===== src/rtl/div_seq.sv =====
// Sequential unsigned restoring divider: one quotient bit per clock, fixed WIDTH-cycle latency,
// start/ack handshake shared with the shift-add multiplier.
module div_seq #(
    parameter int WIDTH = 32
) (
    input  logic             clk,
    input  logic             rst,
    input  logic             start,
    input  logic             ack,
    input  logic [WIDTH-1:0] dividend,
    input  logic [WIDTH-1:0] divisor,
    output logic [WIDTH-1:0] quotient,
    output logic [WIDTH-1:0] remainder,
    output logic             busy,
    output logic             done,
    output logic             div_by_zero
);

    localparam int CW = $clog2(WIDTH) + 1;

    typedef enum logic [2:0] {
        S_IDLE = 3'b001,
        S_CALC = 3'b010,
        S_DONE = 3'b100
    } state_t;

    state_t           state_q, state_d;
    logic [WIDTH-1:0] quo_q, quo_d;
    logic [WIDTH-1:0] dvs_q, dvs_d;
    // The partial remainder is always below the divisor, so its extra top bit
    // is never set and only the low WIDTH bits are kept.
    logic [WIDTH-1:0] rem_q, rem_d;
    logic [CW-1:0]    cnt_q, cnt_d;
    logic [WIDTH-1:0] quotient_q, quotient_d;
    logic [WIDTH-1:0] remainder_q, remainder_d;
    logic             dbz_q, dbz_d;

    logic [WIDTH:0]   shifted;
    logic [WIDTH:0]   trial;

    always_comb begin
        state_d     = state_q;
        quo_d       = quo_q;
        dvs_d       = dvs_q;
        rem_d       = rem_q;
        cnt_d       = cnt_q;
        quotient_d  = quotient_q;
        remainder_d = remainder_q;
        dbz_d       = dbz_q;

        shifted = {rem_q, quo_q[WIDTH-1]};
        trial   = shifted - {1'b0, dvs_q};

        case (state_q)
            S_IDLE: begin
                if (start) begin
                    if (divisor != '0) begin
                        quo_d   = dividend;
                        dvs_d   = divisor;
                        rem_d   = '0;
                        cnt_d   = '0;
                        state_d = S_CALC;
                    end else begin
                        quotient_d  = '1;
                        remainder_d = dividend;
                        dbz_d       = 1'b1;
                        state_d     = S_DONE;
                    end
                end
            end
            S_CALC: begin
                // Restoring step: keep the subtraction only if it did not borrow.
                if (!trial[WIDTH]) begin
                    rem_d = trial[WIDTH-1:0];
                    quo_d = {quo_q[WIDTH-2:0], 1'b1};
                end else begin
                    rem_d = shifted[WIDTH-1:0];
                    quo_d = {quo_q[WIDTH-2:0], 1'b0};
                end
                cnt_d = cnt_q + CW'(1);
                if (cnt_q == CW'(WIDTH - 1)) begin
                    quotient_d  = quo_d;
                    remainder_d = rem_d;
                    dbz_d       = 1'b0;
                    state_d     = S_DONE;
                end
            end
            S_DONE: begin
                if (ack) begin
                    dbz_d   = 1'b0;
                    state_d = S_IDLE;
                end
            end
            default: begin
                dbz_d   = 1'b0;
                state_d = S_IDLE;
            end
        endcase
    end

    always_ff @(posedge clk or posedge rst) begin
        if (rst) begin
            state_q     <= S_IDLE;
            quo_q       <= '0;
            dvs_q       <= '0;
            rem_q       <= '0;
            cnt_q       <= '0;
            quotient_q  <= '0;
            remainder_q <= '0;
            dbz_q       <= 1'b0;
        end else begin
            state_q     <= state_d;
            quo_q       <= quo_d;
            dvs_q       <= dvs_d;
            rem_q       <= rem_d;
            cnt_q       <= cnt_d;
            quotient_q  <= quotient_d;
            remainder_q <= remainder_d;
            dbz_q       <= dbz_d;
        end
    end

    assign quotient    = quotient_q;
    assign remainder   = remainder_q;
    assign busy        = (state_q == S_CALC);
    assign done        = (state_q == S_DONE);
    assign div_by_zero = dbz_q;

endmodule

===== config.mk =====
export PLATFORM = sky130hd
export DESIGN_NAME = div_seq
export DESIGN_NICKNAME = d
export VERILOG_FILES = /design/src/rtl/div_seq.sv
export SDC_FILE = /design/constraint.sdc
export NUM_CORES = 1
export LEC_CHECK = 0
export CORE_MARGIN = 8
export CORE_UTILIZATION = 59
export DETAILED_ROUTE_END_ITERATION = 10
export PLACE_DENSITY_LB_ADDON = 0.2
export RECOVER_POWER = 50
export SLEW_MARGIN = 30
export SYNTH_ARGS = -nofsm -noshare
export SYNTH_HDL_FRONTEND = slang
export SYNTH_SLANG_ARGS = --single-unit

===== constraint.sdc =====
create_clock -name clk -period 7.7 [get_ports clk]
set_input_delay 0.77 -clock clk [delete_from_list [all_inputs] [get_ports clk]]
set_output_delay 0.77 -clock clk [all_outputs]
set_load 0.01 [all_outputs]

==> metrics.cfg <==
[yosys]
synth_ff_type = dfrtp_1
ys_types = 57
syn_area_um2 = 9030
syn_nets = 1058
yosysTopAreaCell = dfrtp_1
ys_top_cells_by_area = dfrtp_1, a21oi_1, ha_1
async_flop_share_pct = 100
yosysSeqAreaShare_pct = 47.1
yosys_warnings = 0
synth_edf_count = 0
synth_common_cells = dfrtp_1, nor2_1, a21oi_1
syn_area_per_cell_um2 = 9.44
ys_ff_latch = 170
synth.top_cell.area_share_pct = 46.8
synth.most_common_cell = dfrtp_1
netlist_instances = 956

[clock_tree]
post_cts_resized = 0
cts.sinks = 170
cts_tree = yes
clk_pin_slew_ps = 70
cts_buffers = 17
hold_buffers = 0
root_buffer = clkbuf_16
clk_path_buf_depth = 2
htreeDepth = 4
postCtsSetupBuffers = 0
clk_latency_ps = 430

[grt]
antenna_found_initial = 0
grt_pass1_vias = 7505
grt_pass1_wl_um = 38800
grt_max_degree = 117
grt_use_total_pct = 24.5
grt-ovfl-total = 0

[timing]
whs_ps = 484
rsz0062_at_grt = false
slew_headroom_pct = -223
maxSlewViolCount = 114
max_freq_mhz = 219
skew_ps = 9.12
post-route-period-util_pct = 59.2
hold_violations = 0
tightest_slew_ps = 4810
setup_viol = 0
finalSetupTns_ps = 0
finalCriticalPeriod_ps = 4560

[placement]
place_congestion = 0.898
hpwl_um = 16800
placed_cells = 1224
dpl_cell_area_um2 = 10400
port_buffers = 134

[cells_and_area]
nets = 1157
antennaDiodeCount = 0
area_growth_pct = 21.6
finalInstanceArea_um2 = 11000
drive_gt1_share_pct = 7.96
layoutNonFillerInstCount = 1256

[floorplan]
chipHeight_um = 140
pin_count = 135
start_util_pct = 59.8
std_cell_rows = 45
die-area_um2 = 19500
core_um2 = 15100
die_x_um = 140

[routing]
ant_nets = 0
via_per_inst = 6.13
wl_um = 23500
wl_per_cell_um = 18.7
vias = 7705
drc = 0
drtIter0Drc = 610
dr.pass1.iters = 5

[worst_setup_path]
cp-end-kind = asynchronous set/reset pin
critPathBufInv = 3
setup.worst_path.start_class = input port
r2r_start = quo_q[31]
crit_family = buffers and inverters
cp_cell_sequence = dlygate4sd3_1 > clkinvlp_2 > buf_4
slowest_stage = clkinvlp_2
path_max_fanout = 113
critPathRequiredTime_ps = 8190
critPathKind = input port to asynchronous set/reset pin
crit_start = rst
crit_arrival_ps = 5050
cp_slowest_stage_delay_ps = 2670

[power]
vdd_ir_drop_max_mv = 0.216
power.switching_mw = 1.83
internal-power_mw = 2.35
p_comb_share_pct = 48.7
power_leakage_nw = 5.20
p_seq_share_pct = 31.6
pwr-share-clk_pct = 19.7
power_mw = 4.18
p_sw_share_pct = 43.7
powerDensity_nw_per_um2 = 381

[job]
cap_violations = 1

[run_status]
status = finished with violations
violations = capacitance limit, slew limit

[min_path]
hp-class = flop to flop
min_from = remainder[16]

## per-stage QoR
| step | worst slack (ps) | util, % |
|---|---|---|
| finish | 3140 | 72.8 |
| global route | 2310 | 72.8 |
| CTS | 3650 | 72.8 |
| detailed placement | 3330 | 69.0 |
| global placement | 3450 | 68.9 |
| floorplan | 2330 | - |
## placed cells by master, fill, tap and decap left out, types with 12 or more instances in the layout
cell type and n:
nand2b_1 12, o21ai_0 57, inv_1 43, a31oi_1 12, a21oi_1 96, o21ai_1 14
nand2_1 58, dlygate4sd3_1 66, nor2_1 97, o22ai_1 33, mux2_2 33, o22a_1 31
a21o_1 12, nand3_1 27, dfrtp_1 169, ha_1 33, clkbuf_16 17, xnor2_1 23
mux2i_1 15, and3_1 28, clkdlybuf4s50_1 68
## area by class of cell
| cell class | instances | area, µm² |
|---|---|---|
| timing repair buffer | 139 | 1380 |
| clock buffer | 18 | 439 |
| multi-input combinational | 682 | 4360 |
| clock inverter | 14 | 133 |
| sequential | 170 | 4260 |
| inverter | 45 | 170 |
| fill | 1117 | 4110 |
| tap | 188 | 235 |
## routing by layer
metal  part of all wire, %  GRT usage (%)  wire, µm
met4                   1.2           6.46       285
met5                     0              0         0
met3                   7.6           4.72      1790
met1                    48           36.0     11200
met2                    43           36.1     10200
## worst reg2reg max path, delay by kind of cell, from the launching register on
kind | cells | cell delay (ps)
AO/OA/AOI/OAI | 7 | 1890
buffers and inverters | 3 | 680
adder cells (fa/ha/maj) | 2 | 590
AND/OR/NAND/NOR | 2 | 410
flip-flops | 1 | 380
## power by group through the flow
stage               clock [mW]  sequential [mW]  combinational (mW)
finish                   0.823             1.32                2.04
global route             0.873             1.35                2.27
CTS                      0.832             1.31                2.00
detailed placement           0             1.33                1.99
global placement             0             1.32                1.95
floorplan                    0             1.26                1.62
## flip-flops by register name, indices dropped and copies added (netlist names)
name         flops
quo_q           32
div_by_zero      1
rem_q           32
quotient        32
cnt_q            6
remainder       32
state_q          3
dvs_q           32
## path summary, 6_finish.rpt
kind                       cells after the start       endpoint  slack (ps)
max                                            3      dvs_q[18]        3140
min                                            2  remainder[16]         480
max reg2reg                                   14  remainder[26]        3620
min reg2reg                                    2  remainder[16]         480
max in group clk                              14  remainder[26]        3620
min in group asynchronous                      2       quo_q[7]        2260
## kinds of logic after synthesis
kind of cell	after synthesis	share of synthesized area, %
fa+ha+maj	34	4.79
flops	170	47.1
buf+inv	104	4.70
simple gates	276	14.4
mux	48	5.78
compound gates	293	20.2
xor+xnor	31	3.01
No activity file was read; power rests on OpenSTA's default activity.
